==> src/rtl/sevenseg_scan_mux.sv <==
`timescale 1ns/1ps
`default_nettype none
// ============================================================================
//  Module      : sevenseg_scan_mux
//  Description : Time-multiplexed driver for an N-digit common-anode
//                seven-segment display. A load strobe captures an N-nibble
//                hex value plus per-digit decimal-point and blank requests
//                into shadow registers. One digit is scanned per refresh slot.
//                Each slot starts with a guard interval in which all anodes
//                are off, which suppresses ghosting between digits. All pin
//                outputs are registered and active-low.
//
//  Parameters  : NUM_DIGITS   - digits scanned (1..8)
//                REFRESH_DIV  - clock cycles per digit slot (>= GUARD_CYCLES+2)
//                GUARD_CYCLES - all-off cycles at the start of each slot (0 ok)
//
//  Ports       : clk    in   system clock
//                reset  in   asynchronous active-high reset
//                value  in   hex nibbles, nibble k drives digit k (0 = rightmost)
//                dp_in  in   decimal-point request per digit (1 = lit)
//                blank  in   per-digit blank request (1 = dark)
//                load   in   strobe capturing value/dp_in/blank
//                an     out  anode enables, active-low
//                seg    out  segments gfedcba, active-low
//                dp     out  decimal point, active-low
//
//  Options     : define SEVENSEG_ZERO_SUPPRESS_EN to enable leading-zero
//                suppression.
//
//  Revision    : 1.0 - initial release
// ============================================================================
module sevenseg_scan_mux #(
    parameter int NUM_DIGITS   = 4,
    parameter int REFRESH_DIV  = 100000,
    parameter int GUARD_CYCLES = 2
) (
    input  logic                    clk,
    input  logic                    reset,
    input  logic [4*NUM_DIGITS-1:0] value,
    input  logic [NUM_DIGITS-1:0]   dp_in,
    input  logic [NUM_DIGITS-1:0]   blank,
    input  logic                    load,
    output logic [NUM_DIGITS-1:0]   an,
    output logic [6:0]              seg,
    output logic                    dp
);

    localparam int CNT_W = (REFRESH_DIV > 1) ? $clog2(REFRESH_DIV) : 1;
    localparam int IDX_W = (NUM_DIGITS > 1) ? $clog2(NUM_DIGITS) : 1;
    localparam logic [CNT_W-1:0] CNT_LAST = CNT_W'(REFRESH_DIV - 1);
    localparam logic [IDX_W-1:0] IDX_LAST = IDX_W'(NUM_DIGITS - 1);
    localparam logic [6:0]       SEG_OFF  = 7'h7F;

    // ------------------------------------------------------------------------
    // Hex to active-low gfedcba decode
    // ------------------------------------------------------------------------
    function automatic logic [6:0] hex_to_seg(input logic [3:0] nib);
        logic [6:0] s;
        case (nib)
            4'h0:    s = 7'h40;
            4'h1:    s = 7'h79;
            4'h2:    s = 7'h24;
            4'h3:    s = 7'h30;
            4'h4:    s = 7'h19;
            4'h5:    s = 7'h12;
            4'h6:    s = 7'h02;
            4'h7:    s = 7'h78;
            4'h8:    s = 7'h00;
            4'h9:    s = 7'h18;
            4'hA:    s = 7'h08;
            4'hB:    s = 7'h03;
            4'hC:    s = 7'h46;
            4'hD:    s = 7'h21;
            4'hE:    s = 7'h06;
            default: s = 7'h0E;
        endcase
        return s;
    endfunction

    // ------------------------------------------------------------------------
    // Shadow registers
    // ------------------------------------------------------------------------
    logic [4*NUM_DIGITS-1:0] value_q;
    logic [NUM_DIGITS-1:0]   dp_q;
    logic [NUM_DIGITS-1:0]   blank_q;

    always_ff @(posedge clk or posedge reset) begin
        if (reset) begin
            value_q <= '0;
            dp_q    <= '0;
            blank_q <= '0;
        end else if (load) begin
            value_q <= value;
            dp_q    <= dp_in;
            blank_q <= blank;
        end
    end

    // ------------------------------------------------------------------------
    // Prescaler and digit index
    // ------------------------------------------------------------------------
    logic [CNT_W-1:0] cnt_q, cnt_d;
    logic [IDX_W-1:0] idx_q, idx_d;
    logic             wrap_w;

    always_comb begin
        wrap_w = (cnt_q == CNT_LAST);
        cnt_d  = cnt_q + 1'b1;
        idx_d  = idx_q;
        if (wrap_w) begin
            cnt_d = '0;
            idx_d = (idx_q == IDX_LAST) ? '0 : idx_q + 1'b1;
        end
    end

    always_ff @(posedge clk or posedge reset) begin
        if (reset) begin
            cnt_q <= '0;
            idx_q <= '0;
        end else begin
            cnt_q <= cnt_d;
            idx_q <= idx_d;
        end
    end

    // ------------------------------------------------------------------------
    // Guard phase: the first GUARD_CYCLES counts of every slot
    // ------------------------------------------------------------------------
    logic guard_w;

    generate
        if (GUARD_CYCLES == 0) begin : g_no_guard
            assign guard_w = 1'b0;
        end else begin : g_guard
            assign guard_w = (cnt_q < CNT_W'(GUARD_CYCLES));
        end
    endgenerate

    // ------------------------------------------------------------------------
    // Leading-zero suppression mask
    // ------------------------------------------------------------------------
    logic [NUM_DIGITS-1:0] supp_w;

`ifdef SEVENSEG_ZERO_SUPPRESS_EN
    // Walk from the most significant digit down. A digit stays suppressed only
    // while every nibble from the top down to it is zero and none of those
    // digits requests a decimal point; digit 0 is never suppressed.
    logic lead_w;

    always_comb begin
        supp_w = '0;
        lead_w = 1'b1;
        for (int k = NUM_DIGITS - 1; k >= 1; k--) begin
            lead_w    = lead_w & (value_q[4*k +: 4] == 4'h0) & ~dp_q[k];
            supp_w[k] = lead_w;
        end
    end
`else
    assign supp_w = '0;
`endif

    // ------------------------------------------------------------------------
    // Current-digit selection and registered outputs
    // ------------------------------------------------------------------------
    logic [3:0]            nib_w;
    logic                  blank_w;
    logic                  dpsel_w;
    logic                  supsel_w;
    logic [NUM_DIGITS-1:0] onehot_w;
    logic                  show_w;
    logic [NUM_DIGITS-1:0] an_d, an_q;
    logic [6:0]            seg_d, seg_q;
    logic                  dp_d, dp_q_o;

    always_comb begin
        nib_w    = '0;
        blank_w  = 1'b0;
        dpsel_w  = 1'b0;
        supsel_w = 1'b0;
        onehot_w = '0;
        for (int k = 0; k < NUM_DIGITS; k++) begin
            if (idx_q == IDX_W'(k)) begin
                nib_w       = value_q[4*k +: 4];
                blank_w     = blank_q[k];
                dpsel_w     = dp_q[k];
                supsel_w    = supp_w[k];
                onehot_w[k] = 1'b1;
            end
        end

        show_w = ~guard_w & ~blank_w & ~supsel_w;

        an_d  = '1;
        seg_d = SEG_OFF;
        dp_d  = 1'b1;
        if (show_w) begin
            an_d  = ~onehot_w;
            seg_d = hex_to_seg(nib_w);
            dp_d  = ~dpsel_w;
        end
    end

    always_ff @(posedge clk or posedge reset) begin
        if (reset) begin
            an_q   <= '1;
            seg_q  <= SEG_OFF;
            dp_q_o <= 1'b1;
        end else begin
            an_q   <= an_d;
            seg_q  <= seg_d;
            dp_q_o <= dp_d;
        end
    end

    assign an  = an_q;
    assign seg = seg_q;
    assign dp  = dp_q_o;

endmodule
`default_nettype wire

==> config.mk <==
export PLATFORM = sky130hd
export DESIGN_NAME = sevenseg_scan_mux
export DESIGN_NICKNAME = d
export VERILOG_FILES = /design/src/rtl/sevenseg_scan_mux.sv
export SDC_FILE = /design/constraint.sdc
export NUM_CORES = 1
export LEC_CHECK = 0
export ABC_AREA = 1
export BUFFER_PORTS_ARGS = -buffer_cell sky130_fd_sc_hd__buf_2
export CORE_ASPECT_RATIO = 1.4
export CORE_MARGIN = 2
export CORE_UTILIZATION = 52
export CTS_CLUSTER_SIZE = 16
export DETAILED_ROUTE_END_ITERATION = 6
export PLACE_DENSITY = 0.76
export SLEW_MARGIN = 5
export SYNTH_ARGS = -nofsm -noshare
export SYNTH_HDL_FRONTEND = slang
export SYNTH_SLANG_ARGS = --single-unit
==> constraint.sdc <==
create_clock -name clk -period 2.12 [get_ports clk]
set_input_delay 0.424 -clock clk [delete_from_list [all_inputs] [get_ports clk]]
set_output_delay 0.424 -clock clk [all_outputs]
set_load 0.01 [all_outputs]
==> out/metrics.csv, run 1 <==
metric,value,unit
status,"finished, final reports clean",
hold bufs inserted after CTS,0,
post-synth design cell area,2990,µm²
port bufs,38,
slowest CP cell,dfrtp_1,
WP data required,2.37,ns
drt drc,0,
All-Layer GR Usage,20.3,%
CTS Buffer Depth,2,
synthesis-to-layout area growth,13.6,%
Vias,2381,
final setup skew,0.0128,ns
hpwl dp,4640,µm
Crit path buffers/inverters,1,
Fill cells,491,
Final #Nets,435,
Core Rows,32,
Setup TNS Final,0,ns
Worst Path Max Fanout,11,
"Seq/Total Area, Yosys",46.5,%
Post-CTS Setup Inserts,0,
Hold Path Class,input pin to asynchronous set/reset pin,
# setup viols final,0,
maximum VDD drop,0.319,mV
vias in the first global route,2264,
RD Place Congestion,0.930,
register area,1390,µm²
Slew Limit Headroom,56.0,%
Die W,68.1,µm
Mapped Cells,354,
Worst Tran Pin Value,0.660,ns
LEAKAGE,1.73,nW
post-synth net total,392,
Starting Density,54.1,%
yosys warns,0,
clock-pin slew on the worst setup and hold paths,0.10,ns
"CP delay by family, top",adder cells,
core area,5530,µm²
router iterations before antenna repair,4,
"Cell Area, Placed",3260,µm²
Detailed Route Iter0 Violations,168,
CP endpoint kind,flip-flop,
fmax,0.506,GHz
clock sinks,55,
Post-Route WL,6130,µm
Max Cap Violations,0,
cts repair resizes,0,
Die ar.,6380,µm²
largest net degree at the start of global routing,56,
worst endpoint data arrival time,2.23,ns
critical-path cell list,ha_1 -> a21oi_1 -> a21boi_1 -> buf_4 -> ha_1 -> nand3_1 -> nand2_1 -> nand2_1 -> nand3_1,
Diodes inserted,0,
IO Count,39,
TritonCTS buffer count,5,
number of vias per cell,5.11,
synth unique cells,32,
Final Cell Area,3390,µm²
Final Cycle Share,93.3,%
area occupied by multi-input gates,1400,µm²
first-pass GRT wire length,9870,µm
minimum clock period,1.98,ns
initial antenna violation count,0,
H-tree Lvls,2,
PwrDens,595,nW/µm²
Clock Root Buffer,clkbuf_8,
CTS tree,yes,
Die Y,93.7,µm
CP Class,flip-flop to flip-flop,
share of layout cells above drive strength 1,26.9,%
Final Max Slew Viols,0,
final count of hold timing violations,0,
Setup crit start kind,flip-flop,
Final Worst Setup Slack,0.142,ns
DP Worst Slack,0.0749,ns
post-DR wirelength/cell,13.2,µm
"slowest stage delay, CP",0.46,ns
Skew-Pair Late Insertion Delay,0.31,ns
DRT antenna net count,0,
grt ovf,0,
synthesized area per cell,8.44,µm²
synthesized flop and latch total,55,
## layout make-up
cell class,instances,area share [%]
well taps,68,2.51
clock buffers,5,2.03
clock inverters,3,0.590
inverters,54,6.04
multi-input cells,238,41.1
flip-flops and latches,55,41.0
repair buffers,43,6.71
## cells in the final DEF (no fill, tap or decap), types with 2 or more instances in the layout
| cell | synthesis | final |
|---|---|---|
| clkbuf_8 | 0 | 5 |
| nand2_1 | 81 | 80 |
| ha_1 | 11 | 8 |
| buf_2 | 3 | 38 |
| nand4_1 | 2 | 2 |
| nor3_1 | 6 | 6 |
| nand3_4 | 2 | 2 |
| nor3_2 | 2 | 2 |
| nand3_2 | 2 | 2 |
| clkinvlp_4 | 0 | 2 |
| dfstp_2 | 12 | 12 |
| nand3_1 | 31 | 31 |
| inv_2 | 4 | 7 |
| dfrtp_1 | 43 | 42 |
| mux2_2 | 13 | 13 |
| ha_4 | 0 | 3 |
| buf_4 | 2 | 5 |
| o21ai_0 | 13 | 13 |
| inv_1 | 49 | 46 |
| nor2_4 | 2 | 2 |
| o22ai_1 | 2 | 2 |
| a21oi_1 | 11 | 11 |
| nor2_2 | 2 | 2 |
| nand2_2 | 6 | 7 |
| nor2_1 | 33 | 33 |
| xor2_1 | 10 | 10 |
| o21ai_1 | 3 | 3 |
| o211ai_1 | 2 | 2 |
## stage by stage
stage / hold WS (ns) / std cells / utilization (%) / power (W)
floorplan: 0.405 / 354 / - / 0.00136
global placement: 0.427 / 458 / 59.1 / 0.00146
detailed placement: 0.440 / 458 / 59.1 / 0.00147
CTS: 0.308 / 466 / 60.7 / 0.00204
global route: 0.317 / 466 / 61.4 / 0.00213
finish: 0.278 / 466 / 61.4 / 0.00202
## cell usage after synthesis, drive strengths merged
cell type,count,area share [%]
nand4,2,0.42
o22ai,2,0.42
o211ai,2,0.50
a21oi,11,1.8
clkbuf,1,0.13
o21a,1,0.25
mux2,13,4.9
o21ai,16,2.7
nand3,35,7.0
inv,54,6.9
xor2,10,2.9
nor2,38,6.0
nor3,8,1.7
dfrtp,43,36
nand2,87,11
nor4,1,0.42
buf,6,1.1
dfstp,12,11
ha,11,4.6
a21boi,1,0.25
## where the power goes
group,internal [W],total (W),switching (W)
clock network,0.000231,0.000574,0.000343
logic,0.000114,0.000280,0.000166
registers,0.00113,0.00117,0.0000309
## worst register-to-register path, delay by kind of cell, from the launching register on
| family | cells | cell delay (ns) |
|---|---|---|
| adders and majority gates | 2 | 0.66 |
| DFF | 1 | 0.46 |
| and+or+nand+nor | 4 | 0.36 |
| AOI/OAI and AO/OA | 2 | 0.28 |
| buffers and inverters | 1 | 0.17 |
## sequential cells by signal, indices dropped and copies added (netlist names)
signal,count
cnt_q,17
value_q,16
seg,7
an,4
blank_q,4
dp_q,4
idx_q,2
dp,1
## cell families after synthesis
family                   count (synthesis)  synth area share, %
AO/OA/AOI/OAI                           33                 5.94
XOR/XNOR                                10                 2.93
adder cells (fa/ha/maj)                 11                 4.60
buffers and inverters                   61                 8.12
flip-flops                              55                 46.5
multiplexers                            13                 4.90
AND/OR/NAND/NOR                        171                 27.0
## per-layer routing
metal / routed length, µm / share of wire (%) / global-route usage [%] / vias to the layer above
met5: 0 / 0 / 0 / -
met4: 142 / 2.3 / 6.83 / 0
met3: 191 / 3.1 / 2.76 / 13
met2: 3420 / 56 / 38.7 / 46
met1: 2380 / 39 / 22.0 / 1129
li1: - / - / - / 1193
## path summary, 6_finish.rpt
| check | start | end | slack [ns] | cells after the start |
|---|---|---|---|---|
| worst min register to register | dp_q[3] | dp | 0.45 | 1 |
| min in group clk | value[12] | value_q[12] | 0.32 | 3 |
| max in group asynchronous | reset | idx_q[0] | 1.35 | 3 |
| worst min-delay path | reset | value_q[14] | 0.28 | 3 |
| worst max register to register | idx_q[1] | seg[0] | 0.14 | 9 |
| worst max-delay path | idx_q[1] | seg[0] | 0.14 | 9 |
No activity file was read; power rests on OpenSTA's default activity.
==> run 2, diff against run 1 <==
- RECOVER_POWER: not set -> 100
==> run 2 against run 1 <==
Against the previous run: combinational power down 3%; sequential power about the same; flip-flop and latch count unchanged; non-clock buffer count stayed put; register-to-register slack barely moved; sequential share of layout area increased by 0.72 points; count of clock-buffer cells in the layout unchanged; highest routed layer unchanged.
==> out/metrics.csv, run 2 (synthesis results as in run 1) <==
metric,value,unit,change
Max Cap Violations,0,,unchanged
CTS Buffer Depth,2,,unchanged
Core Rows,32,,unchanged
hold path depth,3,,
"Cell Area, Placed",3260,µm²,unchanged
H-tree Lvls,2,,unchanged
CTS tree,yes,,unchanged
most frequent cells in the layout,"nand2_1 (81), inv_1 (48), dfrtp_1 (42)",,"was nand2_1 (80), inv_1 (46), dfrtp_1 (42)"
maximum VDD drop,0.319,mV,about the same
Largest Register,cnt_q,,unchanged
WP data required,2.37,ns,about the same
Slew Limit Headroom,14.7,%,was 56.0%
Seq pwr share,57.9,%,was 57.7%
port bufs,38,,unchanged
post-DR wirelength/cell,13.2,µm,about the same
Post-Route WL,6150,µm,was 6130 µm
Skew-Pair Late Insertion Delay,0.31,ns,about the same
Net Sw Frac,26.9,%,was 26.7%
TritonCTS buffer count,5,,unchanged
first-pass GRT wire length,9870,µm,unchanged
router iterations before antenna repair,6,,was 4
LEAKAGE,1.69,nW,was 1.73 nW
number of vias per cell,5.11,,about the same
All-Layer GR Usage,20.3,%,unchanged
Die W,68.1,µm,unchanged
DRT antenna net count,0,,unchanged
final setup skew,0.0109,ns,was 0.0128 ns
# setup viols final,0,,unchanged
Final Max Slew Viols,0,,unchanged
Die ar.,6380,µm²,unchanged
Clk pwr share,28.6,%,was 28.4%
fmax,0.503,GHz,was 0.506 GHz
grt ovf,0,,unchanged
"slowest stage delay, CP",0.43,ns,was 0.46 ns
Worst Tran Pin Value,1.28,ns,was 0.660 ns
register area,1390,µm²,unchanged
largest net degree at the start of global routing,56,,unchanged
drt drc,0,,unchanged
Critical Path Most Common Cell,nand2_1,,
Combinational Power Share,13.5,%,was 13.9%
minimum clock period,1.99,ns,was 1.98 ns
slowest CP cell,dfrtp_2,,was dfrtp_1
Fill cells,505,,was 491
hpwl dp,4640,µm,unchanged
critical-path cell list,inv_1 -> ha_4 -> a21oi_1 -> nand2_1 -> a21boi_1 -> buf_4 -> ha_1 -> nand3_1 -> nand2_1 -> nand2_1 -> nand3_1,,was ha_1 -> a21oi_1 -> a21boi_1 -> buf_4 -> ha_1 -> nand3_1 -> nand2_1 -> nand2_1 -> nand3_1
worst endpoint data arrival time,2.24,ns,was 2.23 ns
Setup TNS Final,0,ns,unchanged
Diodes inserted,0,,unchanged
initial antenna violation count,0,,unchanged
NetSw,0.000542,W,was 0.000540 W
CP endpoint kind,flip-flop,,unchanged
Final Cell Area,3340,µm²,was 3390 µm²
CP Class,flip-flop to flip-flop,,unchanged
vias in the first global route,2264,,unchanged
clock sinks,55,,unchanged
Worst Path Max Fanout,7,,was 11
Detailed Route Iter0 Violations,157,,was 168
area occupied by multi-input gates,1360,µm²,was 1400 µm²
core area,5530,µm²,unchanged
Hold Path Class,input pin to flip-flop,,was input pin to asynchronous set/reset pin
PwrDens,603,nW/µm²,was 595 nW/µm²
RD Place Congestion,0.930,,unchanged
IO Count,39,,unchanged
max reg flops,17,,unchanged
Int Pwr,0.00147,W,was 0.00148 W
FF-to-FF path depth,11,,was 9
"commonest non-fill, non-tap cell in the layout",nand2_1,,unchanged
Die Y,93.7,µm,unchanged
Starting Density,54.1,%,unchanged
status,"finished, final reports clean",,unchanged
share of layout cells above drive strength 1,21.6,%,was 26.9%
Final #Nets,435,,unchanged
Setup crit start kind,flip-flop,,unchanged
Vias,2380,,was 2381
clock-pin slew on the worst setup and hold paths,0.10,ns,about the same
synthesis-to-layout area growth,11.6,%,was 13.6%
final count of hold timing violations,0,,unchanged
Clock Root Buffer,clkbuf_8,,unchanged
Final Cycle Share,93.7,%,was 93.3%
==> run 2: stage by stage <==
stage          std cells  power (W)  util, %  hold WS, ns  setup WS [ns]
6_report             466    0.00201     60.4        0.320          0.133
5_1_grt              466    0.00212     60.4        0.317        -0.0119
4_1_cts              466    0.00204     60.7        0.308         0.0608
3_5_place_dp         458    0.00147     59.1        0.440         0.0749
3_3_place_gp         458    0.00146     59.1        0.427          0.172
2_1_floorplan        354    0.00136        -        0.405          0.109
==> run 2: final cells by class <==
cell class / instances / share of cell area, %
Timing Repair Buffer: 43 / 6.15
Clock inverter: 3 / 0.600
Tap cell: 68 / 2.55
Multi-Input combinational cell: 238 / 40.7
Inverter: 54 / 6.15
Clock buffer: 5 / 2.06
Sequential cell: 55 / 41.7
==> run 2: critical path, delay by kind of cell (launching register included) <==
| family | cells | cell delay (ns) |
|---|---|---|
| flip-flops | 1 | 0.43 |
| AND/OR/NAND/NOR | 5 | 0.44 |
| buffers and inverters | 2 | 0.30 |
| adder cells (fa/ha/maj) | 2 | 0.43 |
| AO/OA/AOI/OAI | 2 | 0.32 |
==> run 2: final timing paths <==
kind                                 from           to  slack (ns)
worst max register to register   idx_q[0]       seg[0]        0.13
worst max-delay path             idx_q[0]       seg[0]        0.13
max in group asynchronous           reset     idx_q[0]        0.72
worst min-delay path            value[11]  value_q[11]        0.32
min in group asynchronous           reset  value_q[14]        0.53
worst min register to register    dp_q[3]           dp        0.45
==> run 2: power by group through the flow <==
| stage | clock network [W] | logic [W] | registers (W) |
|---|---|---|---|
| finish | 0.000575 | 0.000272 | 0.00117 |
| floorplan | 0 | 0.000173 | 0.00119 |
| detailed placement | 0 | 0.000282 | 0.00119 |
| global route | 0.000638 | 0.000310 | 0.00117 |
| global placement | 0 | 0.000274 | 0.00118 |
| CTS | 0.000594 | 0.000282 | 0.00117 |
==> run 2: repair_timing <==
item	in CTS	in global routing
endpoints found under the setup margin	0	6
hold buffers	0	0
gates resized for setup	0	10
setup buffers	0	0
==> run 2: layer usage <==
metal  wire (µm)  vias to the layer above  track usage, %  part of all wire, %
met5           0                        -               0                    0
li1            -                     1194               -                    -
met4         119                        0            6.83                  1.9
met3         193                       11            2.76                  3.1
met1        2430                     1130            22.0                   39
met2        3410                       45            38.7                   55
